**src/rtl/wishbone_plic_gen2_pkg.sv**
```systemverilog
// Shared address map, region and trigger types for the PLIC.
// Decode uses word-address bits [19:0] only.
package plic_gen2_pkg;

    localparam int DATA_W = 32;

    localparam logic [19:0] PRIO_BASE = 20'h00000;
    localparam logic [19:0] PEND_BASE = 20'h00400;
    localparam logic [19:0] EN_BASE   = 20'h00800;
    localparam logic [19:0] THR_BASE  = 20'h80000;

    typedef enum logic [2:0] {
        RGN_NONE,
        RGN_PRIO,
        RGN_PEND,
        RGN_EN,
        RGN_THR,
        RGN_CLAIM
    } region_e;

    typedef enum logic {
        TRIG_LEVEL,
        TRIG_EDGE
    } trig_e;

    typedef struct packed {
        region_e    rgn;
        logic [8:0] ctx;
        logic [9:0] idx;
    } decode_t;

    function automatic decode_t decode(input logic [19:0] a);
        decode_t d;
        d.rgn = RGN_NONE;
        d.ctx = '0;
        d.idx = '0;
        unique case (1'b1)
            a[19] == THR_BASE[19]: begin
                d.ctx = a[18:10];
                if (a[9:0] == 10'd0)
                    d.rgn = RGN_THR;
                else if (a[9:0] == 10'd1)
                    d.rgn = RGN_CLAIM;
            end
            a[19:10] == PRIO_BASE[19:10]: begin
                d.rgn = RGN_PRIO;
                d.idx = a[9:0];
            end
            a[19:5] == PEND_BASE[19:5]: begin
                d.rgn = RGN_PEND;
                d.idx = {5'd0, a[4:0]};
            end
            a[19:11] == EN_BASE[19:11]: begin
                d.rgn = RGN_EN;
                d.ctx = {3'd0, a[10:5]};
                d.idx = {5'd0, a[4:0]};
            end
            default: ;
        endcase
        return d;
    endfunction

endpackage

```
**src/rtl/wishbone_plic_gen2_if.sv**
```systemverilog
// Wishbone classic slave bundle for the PLIC.
// Master drives cycle/strobe/address/data, slave returns data and ack.
interface wishbone_plic_gen2_if
    import plic_gen2_pkg::*;
#(
    parameter int PADDR_SIZE = 30
);
    logic                  wb_cyc;
    logic                  wb_stb;
    logic                  wb_we;
    logic [PADDR_SIZE-1:0] wb_adr;
    logic [DATA_W-1:0]     wb_dat_i;
    logic [DATA_W-1:0]     wb_dat_o;
    logic                  wb_ack;

    modport master (
        output wb_cyc, wb_stb, wb_we, wb_adr, wb_dat_i,
        input  wb_dat_o, wb_ack
    );

    modport slave (
        input  wb_cyc, wb_stb, wb_we, wb_adr, wb_dat_i,
        output wb_dat_o, wb_ack
    );
endinterface

```
**src/rtl/wishbone_plic_gen2_gateway.sv**
```systemverilog
// Per-source gateway: pending, in-flight, deferred edge and edge history.
// A claim always beats a gateway set in the same cycle.
module plic_gateway
    import plic_gen2_pkg::*;
#(
    parameter trig_e MODE = TRIG_LEVEL
) (
    input  logic clk,
    input  logic reset,
    input  logic line,
    input  logic claim,
    input  logic complete,
    output logic pending
);
    logic inflight;
    logic deferred;
    logic prev;
    logic rise;
    logic idle;
    logic set;

    assign rise = line & ~prev;
    assign idle = ~pending & ~inflight;

    always_comb begin
        set = 1'b0;
        if (MODE == TRIG_EDGE)
            set = idle & (rise | deferred);
        else
            set = idle & line;
    end

    always_ff @(posedge clk) begin
        if (!reset) begin
            pending  <= 1'b0;
            inflight <= 1'b0;
            deferred <= 1'b0;
            prev     <= 1'b0;
        end else begin
            prev <= line;
            if (claim)
                pending <= 1'b0;
            else if (set)
                pending <= 1'b1;
            if (complete)
                inflight <= 1'b0;
            else if (claim)
                inflight <= 1'b1;
            // one-deep memory of an edge seen while busy
            if (MODE == TRIG_EDGE) begin
                if (set)
                    deferred <= 1'b0;
                else if (rise && !idle)
                    deferred <= 1'b1;
            end
        end
    end
endmodule

```
**src/rtl/wishbone_plic_gen2.sv**
```systemverilog
// Wishbone PLIC: register file, per-target arbitration, claim/complete.
// Arbitration and target outputs are each one register stage deep.
module wishbone_plic_gen2
    import plic_gen2_pkg::*;
#(
    parameter int                 SOURCES    = 32,
    parameter int                 TARGETS    = 2,
    parameter int                 PRIO_BITS  = 3,
    parameter logic [SOURCES-1:0] EDGE_MASK  = '0,
    parameter int                 PADDR_SIZE = 30,
    parameter int                 PDATA_SIZE = 32
) (
    input  logic                clk,
    input  logic                reset,
    wishbone_plic_gen2_if.slave wb,
    input  logic [SOURCES-1:0]  sources,
    output logic [TARGETS-1:0]  targets
);
    localparam int NW  = (SOURCES + 31) / 32;
    localparam int KW  = (NW > 1) ? $clog2(NW) : 1;
    localparam int IDW = $clog2(SOURCES);
    localparam int TW  = (TARGETS > 1) ? $clog2(TARGETS) : 1;

    logic                  req;
    logic                  rd;
    logic                  wr;
    decode_t               d;
    logic                  id_ok;
    logic                  k_ok;
    logic                  t_ok;
    logic [IDW-1:0]        id;
    logic [KW-1:0]         k;
    logic [TW-1:0]         t;
    logic [PDATA_SIZE-1:0] rdata;
    logic                  unused_adr;

    logic                  ack_q;
    logic [PDATA_SIZE-1:0] dat_q;
    logic                  claim_q;

    logic [PRIO_BITS-1:0]  prio_q [SOURCES];
    logic [31:0]           en_q [TARGETS][NW];
    logic [PRIO_BITS-1:0]  thr_q [TARGETS];
    logic [IDW-1:0]        best_id_q [TARGETS];
    logic [PRIO_BITS-1:0]  best_pr_q [TARGETS];
    logic [IDW-1:0]        bid_c [TARGETS];
    logic [PRIO_BITS-1:0]  bp_c [TARGETS];

    logic [NW*32-1:0]      pend;
    logic [31:0]           pend_w [NW];
    logic [31:0]           wmask [NW];
    logic [NW*32-1:0]      en_flat [TARGETS];

    assign req = wb.wb_cyc & wb.wb_stb;
    assign rd  = req & ~ack_q & ~wb.wb_we;
    assign wr  = req & ~ack_q & wb.wb_we;
    assign d   = decode(wb.wb_adr[19:0]);

    assign unused_adr = ^wb.wb_adr[PADDR_SIZE-1:20];

    assign id_ok = (d.idx != 10'd0) && ({1'b0, d.idx} < 11'(SOURCES));
    assign k_ok  = {1'b0, d.idx} < 11'(NW);
    assign t_ok  = {1'b0, d.ctx} < 10'(TARGETS);
    assign id    = d.idx[IDW-1:0];
    assign k     = d.idx[KW-1:0];
    assign t     = d.ctx[TW-1:0];

    assign wb.wb_ack   = ack_q;
    assign wb.wb_dat_o = dat_q;

    genvar gw, gj, gi, gt;
    generate
        for (gw = 0; gw < NW; gw++) begin : g_word
            assign pend_w[gw] = pend[gw*32 +: 32];
            for (gj = 0; gj < 32; gj++) begin : g_bit
                assign wmask[gw][gj] =
                    ((gw*32 + gj) < SOURCES) && ((gw*32 + gj) != 0);
            end
            for (gt = 0; gt < TARGETS; gt++) begin : g_ef
                assign en_flat[gt][gw*32 +: 32] = en_q[gt][gw];
            end
        end

        assign pend[0] = 1'b0;
        if (NW*32 > SOURCES) begin : g_pad
            assign pend[NW*32-1:SOURCES] = '0;
        end

        for (gi = 1; gi < SOURCES; gi++) begin : g_src
            logic clm;
            logic cmp;
            assign clm = ack_q & claim_q & (dat_q == PDATA_SIZE'(gi));
            assign cmp = wr && (d.rgn == RGN_CLAIM) && t_ok &&
                         (wb.wb_dat_i == PDATA_SIZE'(gi)) &&
                         en_flat[t][gi];
            plic_gateway #(
                .MODE(trig_e'(EDGE_MASK[gi]))
            ) u_gw (
                .clk      (clk),
                .reset    (reset),
                .line     (sources[gi]),
                .claim    (clm),
                .complete (cmp),
                .pending  (pend[gi])
            );
        end

        for (gt = 0; gt < TARGETS; gt++) begin : g_arb
            logic [IDW-1:0]       bid;
            logic [PRIO_BITS-1:0] bp;
            // strict compare keeps the lowest ID on a tie
            always_comb begin
                bid = '0;
                bp  = '0;
                for (int i = 1; i < SOURCES; i++) begin
                    if (pend[i] && en_flat[gt][i] && prio_q[i] > bp) begin
                        bp  = prio_q[i];
                        bid = IDW'(i);
                    end
                end
            end
            assign bid_c[gt] = bid;
            assign bp_c[gt]  = bp;
        end
    endgenerate

    always_comb begin
        rdata = '0;
        case (d.rgn)
            RGN_PRIO:  if (id_ok) rdata[PRIO_BITS-1:0] = prio_q[id];
            RGN_PEND:  if (k_ok) rdata = pend_w[k];
            RGN_EN:    if (t_ok && k_ok) rdata = en_q[t][k];
            RGN_THR:   if (t_ok) rdata[PRIO_BITS-1:0] = thr_q[t];
            RGN_CLAIM: if (t_ok) rdata[IDW-1:0] = best_id_q[t];
            default:   ;
        endcase
    end

    always_ff @(posedge clk) begin
        if (!reset) begin
            ack_q   <= 1'b0;
            dat_q   <= '0;
            claim_q <= 1'b0;
            targets <= '0;
            for (int i = 0; i < SOURCES; i++)
                prio_q[i] <= '0;
            for (int g = 0; g < TARGETS; g++) begin
                thr_q[g]     <= '0;
                best_id_q[g] <= '0;
                best_pr_q[g] <= '0;
                for (int w = 0; w < NW; w++)
                    en_q[g][w] <= '0;
            end
        end else begin
            ack_q   <= req & ~ack_q;
            claim_q <= rd && (d.rgn == RGN_CLAIM) && t_ok;
            if (rd)
                dat_q <= rdata;
            if (wr) begin
                case (d.rgn)
                    RGN_PRIO: if (id_ok)
                        prio_q[id] <= wb.wb_dat_i[PRIO_BITS-1:0];
                    RGN_EN: if (t_ok && k_ok)
                        en_q[t][k] <= wb.wb_dat_i[31:0] & wmask[k];
                    RGN_THR: if (t_ok)
                        thr_q[t] <= wb.wb_dat_i[PRIO_BITS-1:0];
                    default: ;
                endcase
            end
            for (int g = 0; g < TARGETS; g++) begin
                best_id_q[g] <= bid_c[g];
                best_pr_q[g] <= bp_c[g];
                targets[g]   <= best_pr_q[g] > thr_q[g];
            end
        end
    end
endmodule

```
**src/flat_wrapper.sv**
```systemverilog
// flat-port wrapper written by rule: the top's interface ports become plain ports
module wishbone_plic_gen2_flat import plic_gen2_pkg::*;
#(
    parameter int                 SOURCES    = 32,
    parameter int                 TARGETS    = 2,
    parameter int                 PRIO_BITS  = 3,
    parameter logic [SOURCES-1:0] EDGE_MASK  = '0,
    parameter int                 PADDR_SIZE = 30,
    parameter int                 PDATA_SIZE = 32
)
  (clk, reset, sources, targets, wb_wb_cyc, wb_wb_stb, wb_wb_we, wb_wb_adr, wb_wb_dat_i, wb_wb_dat_o, wb_wb_ack);
  wishbone_plic_gen2_if #(.PADDR_SIZE(PADDR_SIZE)) wb_i ();
  input  logic clk;
  input  logic reset;
  input  logic [SOURCES-1:0] sources;
  output logic [TARGETS-1:0] targets;
  input wire logic [$bits(wb_i.wb_cyc)-1:0] wb_wb_cyc;
  input wire logic [$bits(wb_i.wb_stb)-1:0] wb_wb_stb;
  input wire logic [$bits(wb_i.wb_we)-1:0] wb_wb_we;
  input wire logic [$bits(wb_i.wb_adr)-1:0] wb_wb_adr;
  input wire logic [$bits(wb_i.wb_dat_i)-1:0] wb_wb_dat_i;
  output wire logic [$bits(wb_i.wb_dat_o)-1:0] wb_wb_dat_o;
  output wire logic [$bits(wb_i.wb_ack)-1:0] wb_wb_ack;
  assign wb_i.wb_cyc = wb_wb_cyc;
  assign wb_i.wb_stb = wb_wb_stb;
  assign wb_i.wb_we = wb_wb_we;
  assign wb_i.wb_adr = wb_wb_adr;
  assign wb_i.wb_dat_i = wb_wb_dat_i;
  assign wb_wb_dat_o = wb_i.wb_dat_o;
  assign wb_wb_ack = wb_i.wb_ack;
  wishbone_plic_gen2 #(.SOURCES(SOURCES), .TARGETS(TARGETS), .PRIO_BITS(PRIO_BITS), .EDGE_MASK(EDGE_MASK), .PADDR_SIZE(PADDR_SIZE), .PDATA_SIZE(PDATA_SIZE)) u_core (.clk(clk), .reset(reset), .wb(wb_i), .sources(sources), .targets(targets));
endmodule
```
**config.mk**
```make
export PLATFORM = sky130hd
export DESIGN_NAME = wishbone_plic_gen2_flat
export DESIGN_NICKNAME = d
export VERILOG_FILES = /design/src/rtl/wishbone_plic_gen2_pkg.sv /design/src/rtl/wishbone_plic_gen2_if.sv /design/src/rtl/wishbone_plic_gen2_gateway.sv /design/src/rtl/wishbone_plic_gen2.sv /design/src/flat_wrapper.sv
export SDC_FILE = /design/constraint.sdc
export NUM_CORES = 1
export LEC_CHECK = 0
export CAP_MARGIN = 20
export CORE_ASPECT_RATIO = 0.9
export CORE_MARGIN = 1.5
export CORE_UTILIZATION = 50
export CTS_CLUSTER_DIAMETER = 60
export DETAILED_ROUTE_END_ITERATION = 12
export GPL_ROUTABILITY_DRIVEN = 1
export GPL_TIMING_DRIVEN = 0
export PLACE_DENSITY = 0.69
export SLEW_MARGIN = 0
export SYNTH_ARGS = -nofsm -noshare
export SYNTH_HDL_FRONTEND = slang
export SYNTH_HIERARCHICAL = 1
export SYNTH_SLANG_ARGS = --single-unit
```
**constraint.sdc**
```tcl
create_clock -name clk -period 95.5 [get_ports clk]
set_input_delay 28.65 -clock clk [delete_from_list [all_inputs] [get_ports clk]]
set_output_delay 28.65 -clock clk [all_outputs]
set_load 0.01 [all_outputs]
```
* Word level (Yosys, flattened, before mapping) *
Memory sizes are Yosys's and may differ from the RTL's.
Cells that the tools add are included.

operators by class
  order comparisons = 69
  eq/ne operators = 70
  muxes and demuxes = 174
  bitwise logic cells = 169
  reduce and logical (&&, ||, !) cells = 262

operator list
  cell                                                   count
  equality test 32 x 5 -> 1 bit (second input constant)  32
  equality test 32 x 4 -> 1 bit (second input constant)  16
  two-way mux 32 bit                                     9
  equality test 32 x 3 -> 1 bit (second input constant)  8
  two-way mux 3 bit                                      78
  logical AND 1 bit                                      193
  > comparator 3 bit                                     62
  two-way mux 5 bit                                      36
  equality test 32 x 2 -> 1 bit (second input constant)  4
  OR reduction 2 bit                                     63
  AND 1 bit                                              98
  NOT 1 bit                                              65
  equality test 32 x 1 -> 1 bit (second input constant)  2
  two-way mux 4 bit                                      16
  case mux 27 bit (2 select lines)                       1
  AND 32 bit                                             1
  OR reduction 32 bit                                    1
  two-way mux 1 bit                                      25
  zero test 10 bit                                       2
  case mux 10 bit (2 select lines)                       1
  case mux 9 bit (2 select lines)                        1
  equality test 15 x 6 -> 1 bit (second input constant)  1
  case mux 3 bit (5 select lines)                        1
  case mux 3 bit (4 select lines)                        1
  other kinds (18)                                       27

word-level totals
  bits in registers = 98
  memory bits (writable) = 182
  input port bits = 99
  output and inout port bits = 35
  logic and storage cells = 815
  memories kept = 5

memory list
  memory            words  bits a word  rd ports  clocked after Yosys merged registers in  write ports  line                      source
  u_core.prio_q     32     3            32        0                                        32           wishbone_plic_gen2.sv:41  logic [PRIO_BITS-1:0] prio_q [SOURCES];
  u_core.en_q       2      32           3         0                                        2            wishbone_plic_gen2.sv:42  logic [31:0] en_q [TARGETS][NW];
  u_core.best_id_q  2      5            1         0                                        2            wishbone_plic_gen2.sv:44  logic [IDW-1:0] best_id_q [TARGETS];
  u_core.best_pr_q  2      3            2         0                                        2            wishbone_plic_gen2.sv:45  logic [PRIO_BITS-1:0] best_pr_q [TARGETS];
  u_core.thr_q      2      3            3         0                                        2            wishbone_plic_gen2.sv:43  logic [PRIO_BITS-1:0] thr_q [TARGETS];

* Depth between registers and ports, before layout *
An unclocked memory read counts as a cell.

  depth after elaboration = 95
  gate-level depth with buffers = 203
  gate-level depth less buffers = 200

* Modules after synthesis *
The synthesis kept the hierarchy.

modules (own cells, without submodules)
  module              times used  cells each  area each (um^2)
  wishbone_plic_gen2  1           2397        18980.7
  plic_gateway        31          7           71.3

* Worst setup path after synthesis *
No wires, ideal clock.

  path kind = register to register
  start = register u_core.g_src[1].u_gw.pending
  end = memory u_core/best_id_q[1][3] (netlist name)
  setup time = 0.115 ns
  arrival = 34.642 ns
  data required time = 95.385 ns
  slack = 60.744 ns
  stages on the path, launching flop included = 197
  buffers on the path = 3
  cell sequence = dfxtp_1 -> buf_2 -> nand3_1 -> ha_1 -> nor2b_1 -> o311a_4 -> and2_1 -> a21oi_1 -> ha_1 -> o21ai_0 -> a31oi_2 -> a211o_1 -> nand2_1 -> mux2_2 -> ha_1 -> or2_2 -> a22oi_1 -> mux2i_1 -> [... 161 more ...] -> o2111ai_1 -> and2_1 -> clkbuf_1 -> a21o_1 -> ha_1 -> inv_1 -> a21o_1 -> a21oi_1 -> a311oi_1 -> mux2_2 -> ha_1 -> nor2b_1 -> o21ai_0 -> nand2b_1 -> and4_1 -> nor2_1 -> nand4_1 -> o21a_1

RTL lines
  item                      line                              source
  start: declaration        wishbone_plic_gen2_gateway.sv:13  output logic pending
  start signal: assignment  wishbone_plic_gen2_gateway.sv:35  pending <= 1'b0;
  start signal: assignment  wishbone_plic_gen2_gateway.sv:42  pending <= 1'b0;
  start signal: assignment  wishbone_plic_gen2_gateway.sv:44  pending <= 1'b1;
  end: declaration          wishbone_plic_gen2.sv:44

==> metrics.yaml <==
global_route:
  grt_pass1_vias: 20600
  overflow: 0
  antenna_found_initial: 4
  grt_max_degree: 39
  grtUsageTotal: 0.394
  grt_pass1_wl_um: 128000
clock_tree:
  cts_buffer_depth: 3
  cts_setup_buffers: 0
  ctsResizeCount: 0
  numCtsBuffers: 31
  h-tree-depth: 1
  cts_tree: "yes"
  clock_sinks: 278
  cts_root_buf: "clkbuf_16"
  insertion_delay_ps: 590
  path_clk_slew_ps: 60
  hold_buffers: 0
worst_setup_path:
  cp_slowest_cell: "a311oi_1"
  crit_path_end_kind: "register"
  cp_common_cell: "ha_1"
  required_ps: 95980
  worstPathMaxFanout: 10
  cpPeakStageDelay_ps: 800
  path_class: "register to register"
  worstSetupStartpointType: "register"
  crit_arrival_ps: 41190
place:
  dp.final_hpwl_um: 68700
  numPortBuffers: 117
  gp_routability_congestion: 1.00
logic_synthesis:
  ys_types: 106
  yosysMostFrequentCell: "nor2_1"
  ys_seq_area_frac: 0.340
  syn_area_um2: 21200
  netlist_top_cells_count: "358 x nor2_1, 271 x nand2_1, 164 x edfxtp_1"
  synth_largest_area_cell: "edfxtp_1"
  ys_top_cells_by_area: "edfxtp_1 23%, dfxtp_1 11%, nor2_1 6.3%"
  synth.avg_cell_area_um2: 8.11
  yosys.area.top_type_share: 0.232
  yosysWarnings: 6
  synth_ff_type: "edfxtp_1"
  synthCells: 2614
  ys_async_sr_fraction: 0
  synth-edff-count: 164
  yosys_register_bits: 278
timing:
  final_max_slew_viol_count: 0
  finalCritPeriodShare: 0.426
  tightest_slew_ps: 1250
  slew_headroom: 0.163
  skew_ps: 23.9
  hold_viol_final: 0
  max_freq_ghz: 0.0246
  period_minus_slack_ps: 40710
  setup_viol: 0
  rsz0062_at_grt: "false"
  fin_tns_setup_ps: 0
die:
  dieArea_um2: 43600
  core_area_um2: 41800
  die_w_um: 220
  ios: 134
  die_h_um: 198
  start_util: 0.506
  rows: 71
hold_path:
  hold_class: "register to register"
drt:
  drcViolationCount: 0
  via_per_inst: 6.66
  drt_iter0_drc: 2682
  finalWirelength_um: 87000
  vias: 22300
  firstDrtPassIters: 6
  ant_nets: 0
  routedWlPerCell_um: 26.0
finish:
  area_delta_synth_final_pct: 14.1
  n_fill_cell: 3891
  drive_gt1_frac: 0.0583
  final_util: 0.578
  final_nets: 2951
job:
  cap_viol_max_count: 0
power:
  ir_worst_vdd_mv: 0.0167
  leakage_nw: 9.38
  p_per_area_nw_per_um2: 14.7
outcome:
  status: "finished clean"
==> sequential cells by signal (all words and copies together), names as in the netlist <==
name,cells
u_core/prio_q,96
u_core/en_q,62
u_core/wb.wb_dat_o,32
u_core/g_src.u_gw/inflight,31
u_core/g_src.u_gw/pending,31
u_core/best_id_q,10
u_core/best_pr_q,6
u_core/thr_q,6
u_core/targets,2
u_core/claim_q,1
u_core/wb.wb_ack,1
==> routing by layer <==
metal | up-vias | global-route usage | part of all wire | routed length [um]
li1 | 10000 | - | - | -
met3 | 236 | 0.0800 | 0.11 | 9900
met1 | 10600 | 0.531 | 0.40 | 35100
met5 | - | 0 | 0.00043 | 37
met4 | 6 | 0.168 | 0.048 | 4200
met2 | 1365 | 0.610 | 0.43 | 37800
==> path summary, 6_finish.rpt <==
kind	start	endpoint	slack (ps)	cells after the start
worst min register to register	u_core/g_src[22].u_gw/inflight	u_core/g_src[22].u_gw/inflight	500	2
worst min-delay path	u_core/g_src[22].u_gw/inflight	u_core/g_src[22].u_gw/inflight	500	2
worst max register to register	u_core/g_src[1].u_gw/pending	u_core/best_id_q[1][3]	54790	196
worst max-delay path	u_core/g_src[1].u_gw/pending	u_core/best_id_q[1][3]	54790	196
==> cell usage in the layout, fill, tap and decap left out, types with 47 or more instances in the layout <==
cell type	Yosys	layout
nor2b_1	47	47
dfxtp_1	114	114
edfxtp_1	164	164
mux2i_1	52	52
clkbuf_1	101	107
ha_1	79	79
o211a_1	51	51
nand2_1	271	271
clkdlybuf4s50_1	0	116
inv_1	122	122
a21oi_1	112	112
o21ai_0	145	144
nor2_1	358	358
and3_1	58	58
nor3_1	82	81
nand3_1	108	108
and2_1	108	108
==> power by group <==
| part | internal, W | total (W) | switching [W] | leakage [nW] |
|---|---|---|---|---|
| clock network | 0.0000653 | 0.000115 | 0.0000501 | 0.478 |
| registers | 0.000132 | 0.000138 | 0.00000595 | 2.59 |
| logic | 0.0000388 | 0.000102 | 0.0000630 | 6.31 |
==> critical path, delay by kind of cell, from the launching register on <==
kind                     cells  cell delay (ps)
adder cells (fa/ha/maj)     36            10460
flip-flops                   1              340
multiplexers                10             3220
buffers and inverters        8              970
AO/OA/AOI/OAI               80            16840
AND/OR/NAND/NOR             62             8740
==> logic make-up after synthesis <==
kind of cell / synth area share
buf+inv: 0.0433
xor+xnor: 0.000413
mux: 0.0391
simple gates: 0.277
flops: 0.340
fa+ha+maj: 0.0514
compound gates: 0.248
other cells: 0.000177
==> metrics by stage <==
step	worst slack (ps)	instances	instance area, um^2	hold WS, ps	total power, W
floorplan	60740	2616	21200	470	0.000206
global placement	55950	3280	23100	477	0.000237
detailed placement	55400	3287	23200	486	0.000239
CTS	55300	3344	24200	497	0.000353
global route	51580	3344	24200	513	0.000371
finish	54790	3346	24200	496	0.000355
==> layout make-up <==
| type | instances | area [um^2] | area share |
|---|---|---|---|
| Timing Repair Buffer | 124 | 1300 | 0.0536 |
| Buffer | 118 | 452 | 0.0187 |
| Sequential cell | 278 | 7210 | 0.298 |
| Clock buffer | 40 | 851 | 0.0352 |
| Inverter | 124 | 465 | 0.0193 |
| Clock inverter | 17 | 118 | 0.00487 |
| Multi-Input combinational cell | 2096 | 13100 | 0.542 |
| Tap cell | 547 | 684 | 0.0283 |
| Antenna cell | 2 | 5.00 | 0.000207 |
Note: power is estimated with default switching activity, not from simulation.
